==> src/rtl/sequence_generator_if.sv <==
// sequence_generator_if: start request, captured pattern/repeat inputs and serial output bundle
interface sequence_generator_if #(parameter int W = 4);
    logic         start;
    logic [W-1:0] pattern;
    logic [3:0]   reps;
    logic         out;
    logic         out_valid;
    logic         busy;
    logic         done;
    modport master (output start, pattern, reps, input out, out_valid, busy, done);
    modport slave  (input start, pattern, reps, output out, out_valid, busy, done);
endinterface

==> src/rtl/sequence_generator.sv <==
// sequence_generator: repeats a captured W-bit pattern MSB-first with idle gaps, then pulses done
module sequence_generator #(
    parameter int   W        = 4,
    parameter int   GAP      = 1,
    parameter logic IDLE_LVL = 1'b0
) (
    input logic               clk,
    input logic               rst,
    sequence_generator_if.slave bus
);
    localparam int BW = $clog2(W);
    localparam logic [BW-1:0] LAST = BW'(W - 1);
    localparam logic [3:0] GLAST = (GAP == 0) ? 4'd0 : 4'(GAP - 1);
    typedef enum logic [1:0] {IDLE, SEND, GAPW, DONE} state_t;
    state_t        state_q, state_d;
    logic [W-1:0]  pat_q, pat_d;
    logic [3:0]    rep_q, rep_d, repc_q, repc_d, gap_q, gap_d;
    logic [BW-1:0] bit_q, bit_d;
    logic          out_q, valid_q, busy_q, done_q;
    always_comb begin
        state_d = state_q;
        pat_d   = pat_q;
        rep_d   = rep_q;
        repc_d  = repc_q;
        gap_d   = gap_q;
        bit_d   = bit_q;
        case (state_q)
            IDLE: if (bus.start) begin
                state_d = SEND;
                pat_d   = bus.pattern;
                rep_d   = bus.reps;
                repc_d  = '0;
                gap_d   = '0;
                bit_d   = '0;
            end
            SEND: begin
                bit_d = bit_q + 1'b1;
                if (bit_q == LAST) begin
                    bit_d = '0;
                    if (repc_q == rep_q) state_d = DONE;
                    else begin
                        repc_d  = repc_q + 4'd1;
                        state_d = (GAP == 0) ? SEND : GAPW;
                    end
                end
            end
            GAPW: begin
                gap_d = gap_q + 4'd1;
                if (gap_q == GLAST) begin
                    gap_d   = '0;
                    bit_d   = '0;
                    state_d = SEND;
                end
            end
            default: state_d = IDLE;
        endcase
    end
    // outputs are registered from the current state, so they trail it by one cycle
    always_ff @(posedge clk) begin
        if (rst) begin
            state_q <= IDLE;
            pat_q   <= '0;
            rep_q   <= '0;
            repc_q  <= '0;
            gap_q   <= '0;
            bit_q   <= '0;
            out_q   <= IDLE_LVL;
            valid_q <= 1'b0;
            busy_q  <= 1'b0;
            done_q  <= 1'b0;
        end else begin
            state_q <= state_d;
            pat_q   <= pat_d;
            rep_q   <= rep_d;
            repc_q  <= repc_d;
            gap_q   <= gap_d;
            bit_q   <= bit_d;
            out_q   <= (state_q == SEND) ? pat_q[LAST - bit_q] : IDLE_LVL;
            valid_q <= state_q == SEND;
            busy_q  <= state_q != IDLE;
            done_q  <= state_q == DONE;
        end
    end
    assign bus.out       = out_q;
    assign bus.out_valid = valid_q;
    assign bus.busy      = busy_q;
    assign bus.done      = done_q;
endmodule

==> src/flat_wrapper.sv <==
// flat-port wrapper written by rule: the top's interface ports become plain ports
module sequence_generator_flat 
#(
    parameter int   W        = 4,
    parameter int   GAP      = 1,
    parameter logic IDLE_LVL = 1'b0
)
  (clk, rst, bus_start, bus_pattern, bus_reps, bus_out, bus_out_valid, bus_busy, bus_done);
  sequence_generator_if #(.W(W)) bus_i ();
  input logic clk;
  input logic rst;
  input wire logic [$bits(bus_i.start)-1:0] bus_start;
  input wire logic [$bits(bus_i.pattern)-1:0] bus_pattern;
  input wire logic [$bits(bus_i.reps)-1:0] bus_reps;
  output wire logic [$bits(bus_i.out)-1:0] bus_out;
  output wire logic [$bits(bus_i.out_valid)-1:0] bus_out_valid;
  output wire logic [$bits(bus_i.busy)-1:0] bus_busy;
  output wire logic [$bits(bus_i.done)-1:0] bus_done;
  assign bus_i.start = bus_start;
  assign bus_i.pattern = bus_pattern;
  assign bus_i.reps = bus_reps;
  assign bus_out = bus_i.out;
  assign bus_out_valid = bus_i.out_valid;
  assign bus_busy = bus_i.busy;
  assign bus_done = bus_i.done;
  sequence_generator #(.W(W), .GAP(GAP), .IDLE_LVL(IDLE_LVL)) u_core (.clk(clk), .rst(rst), .bus(bus_i));
endmodule
==> config.mk <==
export PLATFORM = sky130hd
export DESIGN_NAME = sequence_generator_flat
export DESIGN_NICKNAME = d
export VERILOG_FILES = /design/src/rtl/sequence_generator_if.sv /design/src/rtl/sequence_generator.sv /design/src/flat_wrapper.sv
export SDC_FILE = /design/constraint.sdc
export NUM_CORES = 1
export LEC_CHECK = 0
export BUFFER_PORTS_ARGS = -buffer_cell sky130_fd_sc_hd__buf_2
export CORE_MARGIN = 2
export CORE_UTILIZATION = 40
export DETAILED_ROUTE_END_ITERATION = 8
export PLACE_DENSITY = 0.67
export SETUP_SLACK_MARGIN = 0.2
export SYNTH_ARGS = -nofsm -noshare
export SYNTH_HDL_FRONTEND = slang
export SYNTH_SLANG_ARGS = --single-unit
==> constraint.sdc <==
create_clock -name clk -period 1.3 [get_ports clk]
set_input_delay 0.065 -clock clk [delete_from_list [all_inputs] [get_ports clk]]
set_output_delay 0.065 -clock clk [all_outputs]
set_load 0.005 [all_outputs]
=== Word-level counts from Yosys, hierarchy flattened ===
Index checks and enable logic that the tools add are counted.

* Register bits: 24
* Bits in latches: 0
* Bits in writable memories: 0
* ROM bits: 0
* Input port bits: 11
* Output and inout port bits: 4
* Logic and storage cells: 54
* Memories: 0

* Add/subtract/negate cells: 4
* $mul: 0
* Divide/modulo/power cells: 0
* Magnitude comparators: 1
* Equal/unequal tests: 9
* Shift operators: 0
* Multiplexer cells: 17
* Bitwise operators: 1
* Reduce and logical (&&, ||, !) cells: 12

{| class="wikitable"
|+ Operators with widths
! kind !! count
|-
| two-way mux 4 bit || 4
|-
| case mux 4 bit (2 select lines) || 2
|-
| two-way mux 2 bit || 6
|-
| case mux 2 bit (3 select lines) || 2
|-
| adder 4 x 1 -> 4 bit (second input constant) || 2
|-
| equality test 2 bit (second input constant) || 3
|-
| AND reduction 3 bit || 2
|-
| nonzero test 2 bit || 3
|-
| equality test 4 bit || 1
|-
| zero test 4 bit || 1
|-
| != test 2 x 1 -> 1 bit (second input constant) || 2
|-
| != test 2 bit (second input constant) || 2
|-
| AND reduction 2 bit || 2
|-
| AND reduction 4 bit || 1
|-
| less-than comparator 2 x 3 -> 1 bit (second input constant) || 1
|-
| nonzero test 3 bit || 1
|-
| adder 2 x 1 -> 2 bit (second input constant) || 1
|-
| binary-select mux 1 bit (select 2 bit) || 1
|-
| equality test 2 x 1 -> 1 bit (second input constant) || 1
|-
| zero test 2 bit || 1
|-
| two-way mux 1 bit || 2
|-
| OR reduction 2 bit || 1
|-
| subtractor 2 bit (first input constant) || 1
|-
| inverter 1 bit || 1
|}

=== Longest topological paths before layout ===
Gate-level depths: netlist of the first run.

* Word-level depth: 4
* Depth in mapped cells: 6
* Depth with buffers taken out: 6

=== Worst setup path before layout of the first run ===
OpenSTA, ideal clock, no wires.

* Kind: register -> register
* Start: register u_core.state_q[1]
* End: register u_core.repc_q[3]
* Library setup time: 62 ps
* Arrival time: 1,242 ps
* Required time: 1,238 ps
* Path slack: -4 ps
* Stages on the path, launching flop included: 6
* Buffers on the path: 1
* Period minus slack after synthesis: 1,304 ps
* Cell sequence: dfxtp_1 > buf_6 > nor2b_2 > nand2b_1 > or4_1 > nand3_1

* Cells in the longest elaborated chain, start to end: 3
* Elaborated cells on any way between the ends: 8
* Classes of those cells: eq/ne (4); mux (1); reduce/logical (3)

{| class="wikitable"
|+ Ends and longest elaborated chain
! item !! RTL line !! source
|-
| from (decl) || sequence_generator.sv:15 || <nowiki>state_t state_q, state_d;</nowiki>
|-
| from (signal assigned) || sequence_generator.sv:72 || <nowiki>state_q <= state_d;</nowiki>
|-
| equality test 2 x 1 -> 1 bit / zero test 2 bit (equally long branches) || sequence_generator.sv:27 || <nowiki>case (state_q)</nowiki>
|-
| != test 2 x 1 -> 1 bit (no line), or another cell as far along || n/a ||
|-
| AND reduction 4 bit (no line) || n/a ||
|-
| to (signal assigned) || sequence_generator.sv:75 || <nowiki>repc_q <= repc_d;</nowiki>
|-
| to (decl) || sequence_generator.sv:17 || <nowiki>logic [3:0] rep_q, rep_d, repc_q, repc_d, gap_q, gap_d;</nowiki>
|}

Several ways; a longest one is shown, not always the timed one.
A chain may end at the register's enable or synchronous reset.

=== Worst setup path in the final report of the first run ===
* Start: register u_core.repc_q[2]
* End: register u_core.repc_q[3]

* Cells in the longest elaborated chain, start to end: 4
* Elaborated cells on any way between the ends: 7
* Classes of those cells: add/sub (1); eq/ne (2); mux (3); reduce/logical (1)

{| class="wikitable"
|+ Ends and longest elaborated chain
! item !! RTL line !! source
|-
| adder 4 x 1 -> 4 bit || sequence_generator.sv:42 || <nowiki>repc_d = repc_q + 4'd1;</nowiki>
|-
| two-way mux 4 bit || sequence_generator.sv:40 || <nowiki>if (repc_q == rep_q) state_d = DONE;</nowiki>
|-
| two-way mux 4 bit || sequence_generator.sv:38 || <nowiki>if (bit_q == LAST) begin</nowiki>
|-
| case mux 4 bit (2 select lines) || sequence_generator.sv:27 ||
|}

Several ways; a longest one is shown, not always the timed one. The select of a mux whose other input is x is not followed.

==> results of run 1 <==
-- critical path, cell delays in order (launching register included) --
cell and delay, ns:
dfxtp_2 0.36, xnor2_2 0.14, nand4_2 0.15, nand2_2 0.07, or4_1 0.46, nand3_1 0.08
-- state kept, by name, indices dropped and copies added, names as in the netlist, 2 cells and up --
name	cells
u_core.state_q	2
u_core.pat_q	4
u_core.repc_q	4
u_core.rep_q	4
u_core.gap_q	4
u_core.bit_q	2
-- layer usage --
layer	routed length, µm	vias to the layer above
met1	1170	465
li1	-	496
met5	0	-
met3	116	6
met4	55	0
met2	1240	32
-- repair_timing --
item | 4_1_cts | 5_1_grt
setup buffers | 7 | 3
pin swaps | 7 | 7
hold buffers | 8 | 0
endpoints found under the hold margin | 8 | 0
setup endpoints to repair | 20 | 19
resized for setup | 23 | 13
-- how the worst min path moves through the flow --
stage	start	endpoint	slack, ns	cells past startpoint
final	rst	u_core.repc_q[3]	0.12	4
after detailed placement	bus_reps[2]	u_core.rep_q[2]	0.31	3
after global routing	rst	u_core.bus.out_valid	0.15	4
after CTS	rst	u_core.bus.out_valid	0.13	4
after floorplan	bus_pattern[1]	u_core.pat_q[1]	0.21	2
after global placement	bus_pattern[2]	u_core.pat_q[2]	0.30	3
-- metrics by stage --
step                      total power [mW]  instances  worst slack [ns]
after floorplan                      0.919        117            0.0854
after global placement               0.964        169            0.0345
after detailed placement             0.969        169           -0.0126
after CTS                             1.54        188            0.0170
after global routing                  1.65        191           -0.0829
final                                 1.58        191          -0.00820
-- power by group --
group / total, mW / switching, mW / internal (mW)
clock network: 0.546 / 0.234 / 0.312
logic: 0.249 / 0.107 / 0.142
registers: 0.782 / 0.0228 / 0.759
-- synthesized netlist by cell type, drive strengths merged --
master and count:
a21o 1, or4 1, or3 1, a311oi 1
nor3b 1, nand2b 3, and2 2, nand3 5
nand3b 3, nor2b 1, clkbuf 2, inv 3
a21oi 8, mux2i 9, nand4 2, ha 4
o31ai 2, mux4 1, nor3 1, a22oi 2
nor2 23, nand2 5, a211oi 1, buf 3
dfxtp 24, nand4b 1, xnor2 4, o21ai 3
-- layout make-up --
class / count / share of cell area [%]
well taps: 30 / 2.27
clock buffers: 3 / 1.36
repair buffers: 45 / 20.5
flip-flops and latches: 24 / 30.6
inverters: 3 / 0.834
multi-input cells: 85 / 42.7
clock inverters: 1 / 1.82
-- cell families (layout without fill, tap and decap cells) --
group | after synthesis | count (layout) | synth area share [%]
buffers and inverters | 8 | 52 | 3.72
AO/OA/AOI/OAI | 18 | 18 | 10.1
XOR/XNOR | 4 | 4 | 3.26
adder cells (fa/ha/maj) | 4 | 4 | 4.65
flip-flops | 24 | 24 | 44.7
multiplexers | 10 | 10 | 10.5
AND/OR/NAND/NOR | 49 | 49 | 23.1
==> impl_metrics.toml, run 1 <==
[run_status]
outcome = "finished with violations"
violations = "setup timing"

[pwr]
power_density_mw_per_mm2 = 955
leakagePower_nw = 0.689
ir_worst_vdd_v = 0.000648

[final_layout]
fin_area_mm2 = 0.00165
antennaDiodeCount = 0
mostFrequentLayoutCells = "21 x nor2_1, 19 x buf_4, 14 x buf_2"
fin_util_pct = 65.4
syn_to_final_growth_pct = 53.4
final_common_cell = "nor2_1"
drive_above_1_share_pct = 49.7
multi_input_area_um2 = 704
seqCellArea_um2 = 504
nets = 177
fillers = 193

[logic_synthesis]
yosysTopAreaCellShare_pct = 44.7
yosysSeqAreaShare_pct = 44.7
yosysWarnings = 0
syn-cell-area_mm2 = 0.00108
syn_area_per_cell_um2 = 9.20
yosys.area.top_type = "dfxtp_1"
ys_seq_elements = 24
synth.top_cells.by_area = "dfxtp_1 45%, mux2i_1 8.4%, nor2_1 8.0%, ha_1 4.7%, a21oi_1 3.7%"
ys_types = 31
syn-num-nets = 132
syn_inst = 117

[drt]
vias = 999
dr.pass1.iters = 4
drtIter0Drc = 24
routed_wl_um = 2580
drt-vias-per-instance = 5.23
drc = 0
route.detailed.wl_per_inst_um = 13.5
antenna_left = 0

[grt]
overflow = 0
antenna_found_initial = 0
grt_pass1_wl_um = 4300
grt_use_total_pct = 17.2
met1_usage_pct = 20.8
grt_max_degree = 24
grt_use_met3_pct = 3.49
grt_busiest_layer = "met2"
use_met2_pct = 29.1
grt_pass1_vias = 997

[sta]
hold_ws_ns = 0.123
fin_skew_ns = 0.0202
layout_min_cycle_time_ns = 1.31
hold_viol = 0
fin_tns_setup_ns = -0.00820
worst_slack_ns = -0.00820
rsz0062_at_grt = "true"
min_period_over_period_pct = 101
worst_pin_slew_ns = 0.237
fmax_mhz = 764
slew_headroom_pct = 83.7
setup_viol = 1
finalMaxSlewViolations = 0

[clock_network]
cts-buffers-inserted = 3
clock-sinks = 24
cts_tree = "yes"
insertion_delay_ns = 0.33
clock-root-buffer = "clkbuf_4"
clkTransAtPathRegs_ns = 0.15
htreeDepth = 1
clk_path_buf_depth = 2

[place]
hpwl_um = 1560
place.gp.congestion = 0.838
placed_area_mm2 = 0.00130
portBuffers = 14

[setup_path]
worstPathArrival_ns = 1.59
cp-start-kind = "register"
crit-reg2reg-launch = "u_core.repc_q[2]"
critPathCaptureType = "register"
cp.required_ns = 1.58
r2r-end = "u_core.repc_q[3]"
startpoint = "u_core.repc_q[2]"
ff2ff_setup_slack_ns = -0.008
critPathKind = "register to register"
crit_path_end = "u_core.repc_q[3]"
crit_fanout = 4
r2r_cells = 5

[floorplan]
dieArea_mm2 = 0.00312
fp.coreArea_mm2 = 0.00252
row_count = 18
io-pin-count = 15
die_y_um = 55.9
start_util_pct = 42.7
die_x_um = 55.9

[job]
drv_cap = 0

[min_path]
hold_path_class = "input port to register"
Note: power is estimated with default switching activity, not from simulation.
==> run 2: changes to the inputs <==
--- a/config.mk
+++ b/config.mk
@@ -9,8 +9,8 @@
 export CORE_MARGIN = 2
 export CORE_UTILIZATION = 40
 export DETAILED_ROUTE_END_ITERATION = 8
-export PLACE_DENSITY = 0.67
 export SETUP_SLACK_MARGIN = 0.2
 export SYNTH_ARGS = -nofsm -noshare
 export SYNTH_HDL_FRONTEND = slang
 export SYNTH_SLANG_ARGS = --single-unit
+export TNS_END_PERCENT = 5
==> run 2 against run 1 <==
The flow now finishes without violations. Global-route usage is 1.5 points lower. Final area is 9.2% lower. Critical endpoint unchanged. Maximum frequency is 1.7% higher. First-iteration DRC count decreased by 46%. Sequential share of layout area grew 2.8 points.
==> impl_metrics.toml, run 2 (same netlist as run 1, synthesis figures left out) <==
[final_layout]
instances_no_fill = 186
drive_above_1_share_pct = 41.7
final_common_cell = "nor2_1"
fin_area_mm2 = 0.00150
antennaDiodeCount = 0
mostFrequentLayoutCells = "20 x nor2_1, 18 x buf_4, 14 x buf_2, 14 x dfxtp_1, 8 x mux2i_1"
syn_to_final_growth_pct = 39.3
fillers = 228
nets = 172

[floorplan]
die_x_um = 55.9
start_util_pct = 42.7
io-pin-count = 15
dieArea_mm2 = 0.00312
row_count = 18
die_y_um = 55.9
fp.coreArea_mm2 = 0.00252

[run_status]
outcome = "finished clean"

[sta]
slew_headroom_pct = 84.5
rsz0062_at_grt = "true"
setup_viol = 0
fmax_mhz = 778
hold_viol = 0
fin_skew_ns = 0.00296
min_period_over_period_pct = 98.9
fin_tns_setup_ns = 0
layout_min_cycle_time_ns = 1.29
worst_pin_slew_ns = 0.231
finalMaxSlewViolations = 0
worst_slack_ns = 0.0142

[drt]
route.detailed.wl_per_inst_um = 12.1
dr.pass1.iters = 3
drtIter0Drc = 13
vias = 929
routed_wl_um = 2250
drc = 0
antenna_left = 0
drt-vias-per-instance = 4.99

[clock_network]
clk_path_buf_depth = 2
clock-root-buffer = "clkbuf_4"
insertion_delay_ns = 0.31
cts_tree = "yes"
clock-sinks = 24
clkTransAtPathRegs_ns = 0.13
cts-buffers-inserted = 3
htreeDepth = 1

[setup_path]
worstPathArrival_ns = 1.54
cp_slowest_cell = "or4_1"
ff2ff_setup_slack_ns = 0.01
startpoint = "u_core.repc_q[2]"
crit_chain = "xnor2_1 -> nand4_2 -> nand2_2 -> or4_1 -> nand3_1"
path_delay_family = "simple AND/OR/NAND/NOR gates"
crit-reg2reg-launch = "u_core.repc_q[2]"
path_buf_inv = 0
r2r-end = "u_core.repc_q[3]"
max_stage_delay_ns = 0.46
r2r_cells = 5
critPathKind = "register to register"
crit_fanout = 4
cp-start-kind = "register"
crit_path_end = "u_core.repc_q[3]"
crit_cells = 5
critPathCaptureType = "register"
cp.required_ns = 1.56

[grt]
antenna_found_initial = 0
grt_max_degree = 24
overflow = 0
grt_pass1_vias = 915
grt_use_total_pct = 15.7
grt_pass1_wl_um = 3930

[min_path]
hold_path_class = "input port to register"

[job]
drv_cap = 0

[pwr]
leakagePower_nw = 0.623
ir_worst_vdd_v = 0.000660
power_density_mw_per_mm2 = 926
power.total_mw = 1.39

[place]
post-place-ws_ns = -0.122
placed_area_mm2 = 0.00129
place.gp.congestion = 0.840
dp.cells = 172
portBuffers = 14
hpwl_um = 1550
-- run 2: cell count changes in the layout (fill, tap and decap cells not counted), moves of 2 or more --
cell     before  now
nor2_4        2    0
nor2_2        0    3
xnor2_1       0    4
xnor2_2       4    0
buf_6         4    1
-- run 2: area by class of cell --
cell class / instances / area [µm²] / area share (%)
well taps: 30 / 37.5 / 2.50
flip-flops and latches: 24 / 500 / 33.4
repair buffers: 40 / 287 / 19.1
multi-input cells: 85 / 627 / 41.8
inverters: 3 / 11.3 / 0.751
clock buffers: 4 / 36.3 / 2.42
-- run 2: routing by layer --
metal	routed length (µm)	global-route usage (%)	vias to the layer above
li1	-	-	486
met1	1090	19.2	429
met2	1080	25.9	10
met3	53	3.49	4
met4	33	8.16	0
met5	0	0	-
-- run 2: stage by stage --
step           utilization (%)  hold slack (ns)
6_report                  59.4          0.00826
5_1_grt                   59.4           0.0344
4_1_cts                   56.5          0.00147
3_5_place_dp              51.0            0.311
3_3_place_gp              51.0            0.301
2_1_floorplan                -            0.212
-- run 2: tightest hold or removal path, cell delays in order --
cell and delay, ns:
buf_2 0.07, mux2i_1 0.06, nor2_1 0.09
-- run 2: how the worst min path moves through the flow --
stage,slack (ns),to,from,depth (start not counted)
floorplan,0.21,u_core.pat_q[1],bus_pattern[1],2
finish,0.008,u_core.rep_q[1],bus_reps[1],3
global placement,0.30,u_core.rep_q[0],bus_reps[0],3
detailed placement,0.31,u_core.rep_q[2],bus_reps[2],3
global route,0.03,u_core.rep_q[1],bus_reps[1],3
CTS,0.001,u_core.rep_q[1],bus_reps[1],3
-- run 2: where the power goes --
| group | leakage, nW | internal (mW) | switching (mW) | total [mW] |
|---|---|---|---|---|
| clock | 0.0210 | 0.171 | 0.216 | 0.387 |
| combinational | 0.401 | 0.124 | 0.0915 | 0.216 |
| sequential | 0.201 | 0.760 | 0.0246 | 0.785 |
-- run 2: what timing repair did --
| action | CTS | global route |
|---|---|---|
| gates cloned | 0 | 0 |
| pin swaps | 1 | 10 |
| setup endpoints to repair | 20 | 20 |
| buffers inserted | 2 | 1 |
| hold buffers | 7 | 0 |
| resized for setup | 7 | 20 |
| hold endpoints to repair | 7 | 0 |
